`config.mk`:
```
export PLATFORM = sky130hd
export DESIGN_NAME = lsu_dmem_if
export DESIGN_NICKNAME = d
export VERILOG_FILES = /design/src/rtl/lsu_dmem_if.sv
export SDC_FILE = /design/constraint.sdc
export NUM_CORES = 1
export LEC_CHECK = 0
export ABC_AREA = 1
export CORE_MARGIN = 4
export CORE_UTILIZATION = 47
export DETAILED_ROUTE_END_ITERATION = 8
export PLACE_DENSITY = 0.91
export SYNTH_ARGS = -nofsm -noshare
export SYNTH_HDL_FRONTEND = slang
export SYNTH_SLANG_ARGS = --single-unit
```
`constraint.sdc`:
```
create_clock -name clk -period 12.19 [get_ports clk]
set_input_delay 3.657 -clock clk [delete_from_list [all_inputs] [get_ports clk]]
set_output_delay 3.657 -clock clk [all_outputs]
set_load 0.03 [all_outputs]
```
`src/rtl/lsu_dmem_if.sv`:
```
// lsu_dmem_if: MEM-stage load/store unit driving a req/gnt/rvalid data-memory port.
// Define LSU_MISALIGN_TRAP_EN to flag misaligned H/W accesses instead of truncating them.
module lsu_dmem_if #(
    parameter int ADDR_W = 32
) (
    input  logic              clk,
    input  logic              rst,
    input  logic              mem_rd,
    input  logic              mem_wr,
    input  logic [2:0]        funct3,
    input  logic [ADDR_W-1:0] addr,
    input  logic [31:0]       st_data,
    output logic              stall,
    output logic [31:0]       ld_data,
    output logic              misalign,
    output logic              mem_req,
    output logic              mem_we,
    output logic [ADDR_W-1:0] mem_addr,
    output logic [3:0]        mem_wstrb,
    output logic [31:0]       mem_wdata,
    input  logic              mem_gnt,
    input  logic              mem_rvalid,
    input  logic [31:0]       mem_rdata
);
    typedef enum logic [1:0] {IDLE, REQ, WAIT, DONE} state_t;
    state_t      state;
    logic [2:0]  f3_q;
    logic [1:0]  a_q;
    logic        acc, sz_w, sz_h, mis;
    logic [3:0]  wstrb;
    logic [31:0] wdata, ext;
    logic [7:0]  lb;
    logic [15:0] lh;
    always_comb begin
        acc   = mem_rd | mem_wr;
        sz_w  = funct3[1];
        sz_h  = !funct3[1] && funct3[0];
        wstrb = sz_w ? 4'hf : sz_h ? (addr[1] ? 4'hc : 4'h3) : 4'b0001 << addr[1:0];
        wdata = sz_w ? st_data : sz_h ? {2{st_data[15:0]}} : {4{st_data[7:0]}};
`ifdef LSU_MISALIGN_TRAP_EN
        mis   = (sz_h && addr[0]) || (sz_w && addr[1:0] != 2'b00);
`else
        mis   = 1'b0;
`endif
        lb    = mem_rdata[{a_q, 3'b000} +: 8];
        lh    = a_q[1] ? mem_rdata[31:16] : mem_rdata[15:0];
        ext   = f3_q[1] ? mem_rdata :
                f3_q[0] ? {{16{lh[15] & ~f3_q[2]}}, lh} : {{24{lb[7] & ~f3_q[2]}}, lb};
        stall = (state == IDLE && acc) || state == REQ || state == WAIT;
    end
    always_ff @(posedge clk or posedge rst) begin
        if (rst) begin
            state     <= IDLE;
            f3_q      <= '0;
            a_q       <= '0;
            ld_data   <= '0;
            misalign  <= 1'b0;
            mem_req   <= 1'b0;
            mem_we    <= 1'b0;
            mem_addr  <= '0;
            mem_wstrb <= '0;
            mem_wdata <= '0;
        end else begin
            case (state)
                IDLE: if (acc) begin
                    if (mis) begin
                        misalign <= 1'b1;
                        state    <= DONE;
                    end else begin
                        mem_req   <= 1'b1;
                        mem_we    <= mem_wr;
                        mem_addr  <= {addr[ADDR_W-1:2], 2'b00};
                        mem_wstrb <= wstrb;
                        mem_wdata <= wdata;
                        f3_q      <= funct3;
                        a_q       <= addr[1:0];
                        state     <= REQ;
                    end
                end
                REQ: if (mem_gnt) begin
                    mem_req <= 1'b0;
                    state   <= mem_we ? DONE : WAIT;
                end
                WAIT: if (mem_rvalid) begin
                    ld_data <= ext;
                    state   <= DONE;
                end
                DONE: begin
                    misalign <= 1'b0;
                    state    <= IDLE;
                end
            endcase
        end
    end
endmodule

```
* Yosys cells after proc, flatten, opt, wreduce, memory -nomap -nowiden
Index checks and enable logic that the tools add are counted.
** Operators by class
- Reductions and logical operators :: 11
- Bitwise logic cells :: 4
- Shift-type cells :: 2
- Equality and inequality tests :: 6
- Muxes and demuxes :: 16
** Operators by type and width (number)
- 2-to-1 mux 32 bit :: 4
- indexed part select 32 x 6 -> 8 bit :: 1
- 2-to-1 mux 16 bit :: 1
- 2-to-1 mux 4 bit :: 3
- case mux 2 bit (4 select lines) :: 1
- 2-to-1 mux 2 bit :: 3
- inequality test 2 bit, second input constant :: 3
- AND reduction 3 bit :: 2
- == test 2 bit, second input constant :: 2
- AND reduction 2 bit :: 2
- left shift 1 x 2 -> 4 bit, first input constant :: 1
- 2-to-1 mux 1 bit :: 3
- bitwise AND 1 bit :: 2
- == test 2 x 1 -> 1 bit, second input constant :: 1
- logical AND 1 bit :: 2
- logical NOT 2 bit :: 1
- logical OR 1 bit :: 2
- case mux 1 bit (2 select lines) :: 1
- nonzero test 2 bit :: 1
- logical NOT 1 bit :: 1
- NOT 1 bit :: 1
- bitwise OR 1 bit :: 1
** Word-level totals
- Bits in registers :: 107
- Output and inout bits :: 104

* Longest topological paths before layout
Gate-level depths: netlist of the first run.
- Depth after elaboration :: 4
- Gate-level depth with buffers :: 9

* Least setup slack after synthesis of the first run
OpenSTA, ideal clock, no wires.
- Path type :: in2out
- Start :: in mem_wr
- End :: out stall
- Slack :: 4.043 ns
- Path buffers :: 2
- Required time :: 8.533 ns
- Arrival time :: 4.490 ns
- Stages on the path :: 6
- Cells stage by stage :: inv_1 -> nand2_1 -> nand2_1 -> buf_2 -> buf_2 -> nand3_1
** On the way
- Word-level cells in the longest chain between the ends :: 4
** RTL lines
- start, declared :: line 9 : input logic mem_wr,
- bitwise OR 1 bit :: line 35 : acc = mem_rd | mem_wr;
- logical AND 1 bit :: line 49 : stall = (state == IDLE && acc) || state == REQ || state == WAIT;
- logical OR 1 bit (2 in series) :: line 49
- end, declared :: line 13 : output logic stall,
Every way passes these cells.

* Final worst setup path of the first run
Same ends and word-level chain as after synthesis.

==> flow_summary.yaml, run 1 <==
run_status:
  outcome: "completed"
pwr:
  p_per_area_mw_per_mm2: 294
  p_leak_nw: 3.50
  ir_worst_vdd_v: 0.000176
timing:
  setup_viol: 0
  fin_crit_sh_pct: 71.3
  max-slew-margin-rel_pct: 31.0
  fin_crit_ps: 8690
  slew_violations: 0
  final-hold-violation-count: 0
  worstMarginPinSlew_ps: 1030
  finalClockSkew_ps: 7.29
  fin_ws_ps: 3500
  rsz0062_at_grt: "false"
  setup_tns_ps: 0
  clock.fmax_mhz: 115
yosys:
  synth.largest_area_cell: "dfrtp_1"
  post-synth-top-count-cell: "nand2_1"
  yosysWarnings: 0
  syn_avg_cell_area_um2: 8.12
  synth_edf_count: 0
  syn_inst: 620
  synthFlopType: "dfrtp_1"
  synth-seq-area-share_pct: 53.2
  async_flop_share_pct: 100
  ys_seq_elements: 107
  ys_types: 27
  synth.area.top_cells: "dfrtp_1 (53%), nand2_1 (21%), nand3_1 (4.3%)"
  syn_area_mm2: 0.00503
  yosysTopAreaCellShare_pct: 53.2
  ys_top_cells_by_count: "nand2_1 (275), dfrtp_1 (107), nand3_1 (43)"
detailed_routing:
  firstDrtPassIters: 5
  first_iter_violations: 379
  wirelength_um: 15500
  post_drt_wl_per_cell_um: 16.4
  ant_nets: 0
  vias_per_cell: 5.20
  via_count: 4929
  drcViolationCount: 0
worst_setup_path:
  slowest_stage: "clkdlybuf4s50_1"
  critPathMaxStageDelay_ps: 670
  worstPathArrival_ps: 5030
  path_cells: "clkdlybuf4s50_1 -> inv_1 -> nand2_1 -> nand2_2 -> nand3_1 -> clkdlybuf4s50_1"
  crit_type: "in2out"
  worst-r2r-cell-count: 7
  cp_max_fo: 3
  critical_path.startpoint: "mem_wr"
  start_kind: "primary input"
  crit_end: "stall"
  cp-end-kind: "primary output"
  rrSetupSlack_ps: 9510
  r2r_start: "state[0]"
  r2r_end: "mem_wdata[8]"
  cpMostUsedCell: "clkdlybuf4s50_1"
  critical_path_required_ps: 8530
cts:
  root_buffer: "clkbuf_8"
  post_cts_resize_count: 0
  clk_latency_ps: 360
  cts_buffers: 9
  htreeDepth: 3
  cts_tree: "built"
  clock_sinks: 107
  clock_path_buffers: 2
  cts_setup_buffers: 0
  ctsHoldBuffers: 0
  cts.clk_slew.worst_paths_ps: 90
finish:
  syn_to_final_growth_pct: 45.7
  multi_input_area_mm2: 0.00200
  regArea_mm2: 0.00268
  drive_gt1_share_pct: 5.18
  fill_cells: 746
  nets: 915
grt:
  antenna_found_initial: 2
  track_usage_pct: 25.3
  grt_pass1_vias: 5103
  grt_first_pass_wirelength_um: 25500
  grt_max_degree: 84
  grt_overflow_total: 0
die:
  design.portCount: 209
  core_area_mm2: 0.0104
  dieArea_mm2: 0.0124
  start_util_pct: 48.5
  dieHeight_um: 111
  fp.dieW_um: 111
  row_count: 37
placed_design:
  hpwl_um: 11300
  io_buffers: 205
  routabilityCongestion: 0.862
  pre_cts_slack_ps: 3500
flow_run:
  cap_viol_max_count: 0
min_path:
  hold_class: "reg2reg"
-- where the power goes --
part           internal (mW)  switching [mW]
logic                  0.467           0.751
registers              0.530           0.129
clock network          0.158           0.122
total                   1.16            1.00
-- metrics by stage --
step	instance area [um2]	hold slack [ps]	util [%]	power, mW	std cells
after floorplan	5040	530	-	1.41	622
after global placement	7070	460	68.1	1.84	931
after detailed placement	7070	464	68.1	1.88	931
after CTS	7330	489	70.7	2.17	947
after global routing	7330	516	70.7	2.30	948
final	7330	482	70.7	2.16	948
-- logic make-up (layout without fill, tap and decap cells) --
family | Yosys count | count (layout) | share of synthesized area, %
simple gates | 347 | 347 | 27.6
flops | 107 | 107 | 53.2
compound gates | 92 | 92 | 10.9
buf+inv | 69 | 258 | 7.26
fa+ha+maj | 4 | 4 | 0.994
other cells | 1 | 4 | 0.0745
-- worst min path at each step --
stage	startpoint	to	cells past startpoint
finish	mem_addr[20]	mem_addr[20]	2
global placement	mem_addr[16]	mem_addr[16]	2
global route	mem_addr[4]	mem_addr[4]	2
floorplan	f3_q[2]	f3_q[2]	2
CTS	mem_addr[8]	mem_addr[8]	2
detailed placement	mem_addr[8]	mem_addr[8]	2
-- layout make-up --
type	count	share of cell area, %
diodes	1	0.0341
well taps	136	2.32
clock inverters	6	1.86
clock buffers	10	1.74
repair buffers	208	28.3
multi-input cells	446	27.3
flip-flops and latches	107	36.5
inverters	34	1.95
-- cells in the final DEF, fill, tap and decap left out, types with 2 or more instances in the layout --
cell type	instances
o211ai_1	16
nand2_4	2
buf_4	3
inv_2	3
bufinv_16	4
o21ai_0	27
a21oi_2	9
nor2_1	22
clkdlybuf4s50_1	205
nand3_1	43
ha_1	4
clkbuf_8	9
nand2_2	4
inv_1	29
a21oi_1	38
dfrtp_1	107
nand2_1	274
conb_1	3
-- state kept, by name (all words and copies together) (netlist names) --
register,count
ld_data,32
mem_addr,30
a_q,2
mem_req,1
mem_we,1
mem_wstrb,4
f3_q,3
state,2
mem_wdata,32
-- critical path, delay by kind of cell --
kind | cells | cell delay [ps]
simple gates | 3 | 190
buf+inv | 3 | 1180
-- metal layers --
metal	wire length [um]	global-route usage, %
met2	7460	42.7
met3	1810	11.2
met4	361	7.38
met5	13	0
met1	5860	29.1
No activity file was read; power rests on OpenSTA's default activity.
==> inputs of run 2 (changes only) <==
--- a/config.mk
+++ b/config.mk
@@ -7,9 +7,9 @@
 export LEC_CHECK = 0
 export ABC_AREA = 1
 export CORE_MARGIN = 4
-export CORE_UTILIZATION = 47
+export CORE_UTILIZATION = 39
 export DETAILED_ROUTE_END_ITERATION = 8
-export PLACE_DENSITY = 0.91
+export PLACE_DENSITY = 0.81
 export SYNTH_ARGS = -nofsm -noshare
 export SYNTH_HDL_FRONTEND = slang
 export SYNTH_SLANG_ARGS = --single-unit
==> constraint.sdc (replaced) <==
create_clock -name clk -period 7.65 [get_ports clk]
set_input_delay 2.295 -clock clk [delete_from_list [all_inputs] [get_ports clk]]
set_output_delay 2.295 -clock clk [all_outputs]
set_load 0.03 [all_outputs]
==> run 2 against run 1 <==
Design area grew 0.89%. Global-route usage is 4.1 points lower. Clock power grew 60%. Hold slack is essentially flat. Wire length is 0.57% higher. Non-clock buffer count did not move. Sequential share of layout area decreased by 0.32 points. Die area up 19%. Register-to-register slack lost 4600 ps. First-iteration DRC count fell by 2.6%. Utilization is 12 points lower. Clock skew decreased by 2.1 ps. Critical endpoint unchanged. Highest routed layer is now met4.
==> flow_summary.yaml, run 2 (synthesized netlist as in run 1, its figures left out) <==
cts:
  cts_tree: "built"
  htreeDepth: 3
  clock_path_buffers: 2
  cts_setup_buffers: 0
  ctsHoldBuffers: 0
  clock_sinks: 107
  post_cts_resize_count: 0
  cts_buffers: 9
  cts.clk_slew.worst_paths_ps: 70
  root_buffer: "clkbuf_16"
  clk_latency_ps: 350
run_status:
  outcome: "completed"
placed_design:
  io_buffers: 205
  post-place-cells: 967
  hpwl_um: 11100
  routabilityCongestion: 0.908
detailed_routing:
  vias_per_cell: 4.89
  post_drt_wl_per_cell_um: 15.9
  wirelength_um: 15600
  via_count: 4804
  drcViolationCount: 0
  ant_nets: 0
  first_iter_violations: 369
  firstDrtPassIters: 5
grt:
  grt_overflow_total: 0
  track_usage_pct: 21.2
  grt_pass1_vias: 4747
  antenna_found_initial: 0
  grt_first_pass_wirelength_um: 24400
  grt_max_degree: 83
pwr:
  p_total_mw: 3.42
  p_leak_nw: 3.51
  p_per_area_mw_per_mm2: 462
  ir_worst_vdd_v: 0.000238
timing:
  clock.fmax_mhz: 167
  fin_crit_sh_pct: 78.1
  max-slew-margin-rel_pct: 26.2
  finalClockSkew_ps: 5.23
  fin_crit_ps: 5970
  setup_viol: 0
  setup_tns_ps: 0
  final-hold-violation-count: 0
  worstMarginPinSlew_ps: 1110
  slew_violations: 0
  rsz0062_at_grt: "false"
worst_setup_path:
  path_cells: "clkdlybuf4s50_1 -> inv_1 -> nand2_1 -> nand2_2 -> nand3_1 -> clkdlybuf4s50_1"
  critPathMaxStageDelay_ps: 660
  cp-end-kind: "primary output"
  cpMostUsedCell: "clkdlybuf4s50_1"
  critical_path_required_ps: 5360
  critical-path-top-delay-family: "buffers and inverters"
  slowest_stage: "clkdlybuf4s50_1"
  cp.depth: 6
  cp_max_fo: 3
  worst-r2r-cell-count: 7
  worstPathArrival_ps: 3680
  path_buf_inv: 3
  crit_type: "in2out"
  start_kind: "primary input"
finish:
  fill_cells: 1154
  syn_to_final_growth_pct: 47.0
  multi_input_area_mm2: 0.00200
  drive_gt1_share_pct: 5.30
  finalNonFillerCells: 983
  largest_registers: "ld_data (32), mem_wdata (32), mem_addr (30)"
  final_cell_mix: "nand2_1 (274), clkdlybuf4s50_1 (205), dfrtp_1 (107)"
  regArea_mm2: 0.00268
  antenna_cells: 0
  nets: 915
  layout_commonest_cell: "nand2_1"
die:
  dieHeight_um: 122
  design.portCount: 209
  dieArea_mm2: 0.0148
  fp.dieW_um: 122
  start_util_pct: 39.9
  row_count: 41
  core_area_mm2: 0.0126
flow_run:
  cap_viol_max_count: 0
min_path:
  hold_class: "reg2reg"
  hold_path_depth: 2
## run 2: layer usage
metal	GRT usage [%]	up-vias	wire, um
met5	0	-	0
met4	4.97	0	118
met3	9.42	11	1860
met2	34.6	209	7490
met1	25.9	2247	6130
li1	-	2337	-
## run 2: through the flow
stage | cell area [um2] | hold WS, ps | utilization [%] | setup WS, ps
after floorplan | 5040 | 530 | - | 2230
after global placement | 7110 | 462 | 56.3 | 1700
after detailed placement | 7110 | 465 | 56.3 | 1680
after CTS | 7400 | 484 | 58.6 | 1680
after global routing | 7400 | 504 | 58.6 | 1610
final | 7400 | 483 | 58.6 | 1680
## run 2: path summary, 6_finish.rpt
check                                   from       endpoint  slack, ps
worst max-delay path                  mem_rd          stall       1680
worst min-delay path            mem_addr[18]   mem_addr[18]        480
worst max register to register      state[0]  mem_wdata[13]       4900
worst min register to register  mem_addr[18]   mem_addr[18]        480
max in group asynchronous                rst    ld_data[11]       4060
min in group asynchronous                rst    mem_addr[6]       2380
## run 2: layout make-up
cell class / instances / share of cell area (%)
Multi-Input combinational cell: 446 / 27.0
Clock buffer: 10 / 3.23
Tap cell: 172 / 2.91
Sequential cell: 107 / 36.2
Timing Repair Buffer: 208 / 28.0
Inverter: 34 / 1.93
Clock inverter: 6 / 0.643
## run 2: power by group
part / internal (mW) / switching [mW]
logic: 0.744 / 1.18
registers: 0.846 / 0.202
clock network: 0.233 / 0.215
## run 2: tightest hold or removal path, delay by kind of cell, from the launching register on
family	cells	cell delay (ps)
flops	1	350
simple gates	2	100
==> inputs of run 3 (changes only) <==
--- a/config.mk
+++ b/config.mk
@@ -7,9 +7,9 @@
 export LEC_CHECK = 0
 export ABC_AREA = 1
 export CORE_MARGIN = 4
-export CORE_UTILIZATION = 39
+export CORE_UTILIZATION = 43
 export DETAILED_ROUTE_END_ITERATION = 8
-export PLACE_DENSITY = 0.81
+export PLACE_DENSITY = 0.84
 export SYNTH_ARGS = -nofsm -noshare
 export SYNTH_HDL_FRONTEND = slang
 export SYNTH_SLANG_ARGS = --single-unit
==> constraint.sdc (replaced) <==
create_clock -name clk -period 5.55 [get_ports clk]
set_input_delay 1.665 -clock clk [delete_from_list [all_inputs] [get_ports clk]]
set_output_delay 1.665 -clock clk [all_outputs]
set_load 0.03 [all_outputs]
==> run 3 against run 2 <==
Total power up 37%. Hold slack got worse by 2.2 ps. Worst setup slack worse by 820 ps. Die area is 8.7% lower. Design area decreased by 0.51%. Critical path depth did not move. Critical path type unchanged. Critical endpoint unchanged.
==> flow_summary.yaml, run 3 (synthesized netlist as in run 1, its figures left out) <==
die:
  row_count: 39
  dieHeight_um: 116
  dieArea_mm2: 0.0135
  start_util_pct: 44.1
  core_area_mm2: 0.0114
  fp.dieW_um: 116
  design.portCount: 209
timing:
  slew_violations: 0
  fin_crit_sh_pct: 84.5
  final-hold-violation-count: 0
  setup_viol: 0
  finalClockSkew_ps: 8.84
  clock.fmax_mhz: 213
  worstMarginPinSlew_ps: 1050
  max-slew-margin-rel_pct: 29.9
  fin_crit_ps: 4690
  setup_tns_ps: 0
  rsz0062_at_grt: "false"
flow_run:
  cap_viol_max_count: 0
detailed_routing:
  ant_nets: 0
  via_count: 4810
  drcViolationCount: 0
  vias_per_cell: 5.04
  wirelength_um: 14800
  post_drt_wl_per_cell_um: 15.5
  first_iter_violations: 447
  firstDrtPassIters: 5
cts:
  cts_setup_buffers: 0
  cts_tree: "built"
  clock_path_buffers: 2
  clk_latency_ps: 340
  clock_sinks: 107
  cts_buffers: 9
  root_buffer: "clkbuf_16"
  post_cts_resize_count: 0
  htreeDepth: 3
  ctsHoldBuffers: 0
  cts.clk_slew.worst_paths_ps: 70
grt:
  grt_pass1_vias: 4800
  antenna_found_initial: 0
  grt_first_pass_wirelength_um: 23600
  grt_max_degree: 84
  grt_overflow_total: 0
  track_usage_pct: 22.4
finish:
  fill_cells: 946
  syn_to_final_growth_pct: 46.2
  largest_registers: "ld_data (32), mem_wdata (32), mem_addr (30)"
  nets: 916
  drive_gt1_share_pct: 5.30
  finish.utilization_pct: 64.5
  final_cell_mix: "nand2_1 (274), clkdlybuf4s50_1 (205), dfrtp_1 (107)"
  layout_commonest_cell: "nand2_1"
  antenna_cells: 0
pwr:
  p_per_area_mw_per_mm2: 637
  p_leak_nw: 3.51
  ir_worst_vdd_v: 0.000353
worst_setup_path:
  crit_type: "in2out"
  critical_path_required_ps: 3880
  worstPathArrival_ps: 3020
  cp_max_fo: 2
  start_kind: "primary input"
  cp-end-kind: "primary output"
run_status:
  outcome: "completed"
min_path:
  hold_class: "reg2reg"
placed_design:
  io_buffers: 205
  routabilityCongestion: 0.878
  hpwl_um: 10800
-- run 3: layout make-up --
cell class | instances | area, um2 | share of cell area (%)
Sequential cell | 107 | 2680 | 36.4
Timing Repair Buffer | 209 | 2080 | 28.3
Multi-Input combinational cell | 446 | 2000 | 27.2
Clock buffer | 11 | 243 | 3.30
Tap cell | 143 | 179 | 2.43
Inverter | 34 | 143 | 1.94
Clock inverter | 5 | 35.0 | 0.476
-- run 3: final timing paths --
path	start	to	slack, ps	cells past startpoint
min in group asynchronous	rst	mem_addr[11]	1650	2
worst max register to register	state[0]	mem_wstrb[1]	2890	7
worst max-delay path	mem_rd	stall	860	6
worst min register to register	mem_addr[11]	mem_addr[11]	480	2
max in group asynchronous	rst	mem_wdata[12]	3020	3
worst min-delay path	mem_addr[11]	mem_addr[11]	480	2
-- run 3: critical path, stage by stage --
cell             delay (ps)
clkdlybuf4s50_1         450
inv_1                    50
nand2_1                  70
nand2_2                  50
nand3_1                  60
clkdlybuf4s50_1         670
-- run 3: routing by layer --
layer	up-vias	GRT usage [%]	wire [um]	part of all wire, %
met3	16	9.48	1800	12
met1	2227	27.8	5940	40
met4	0	6.26	234	1.6
met2	227	36.1	6850	46
met5	-	0	0	0
li1	2340	-	-	-
-- run 3: per-stage QoR --
stage          instances  setup slack (ps)  area, um2  hold WS [ps]  total power, mW
6_report             955               862       7360           480             4.69
5_1_grt              955               808       7360           497             5.02
4_1_cts              955               861       7360           483             4.73
3_5_place_dp         939               862       7080           464             4.11
3_3_place_gp         939               875       7080           461             4.06
2_1_floorplan        622              1070       5040           530             3.09
-- run 3: report_power, final --
group / total, mW / switching [mW] / internal, mW
clock: 0.602 / 0.283 / 0.319
combinational: 2.65 / 1.62 / 1.03
sequential: 1.44 / 0.276 / 1.17
total: 4.69 / 2.18 / 2.51
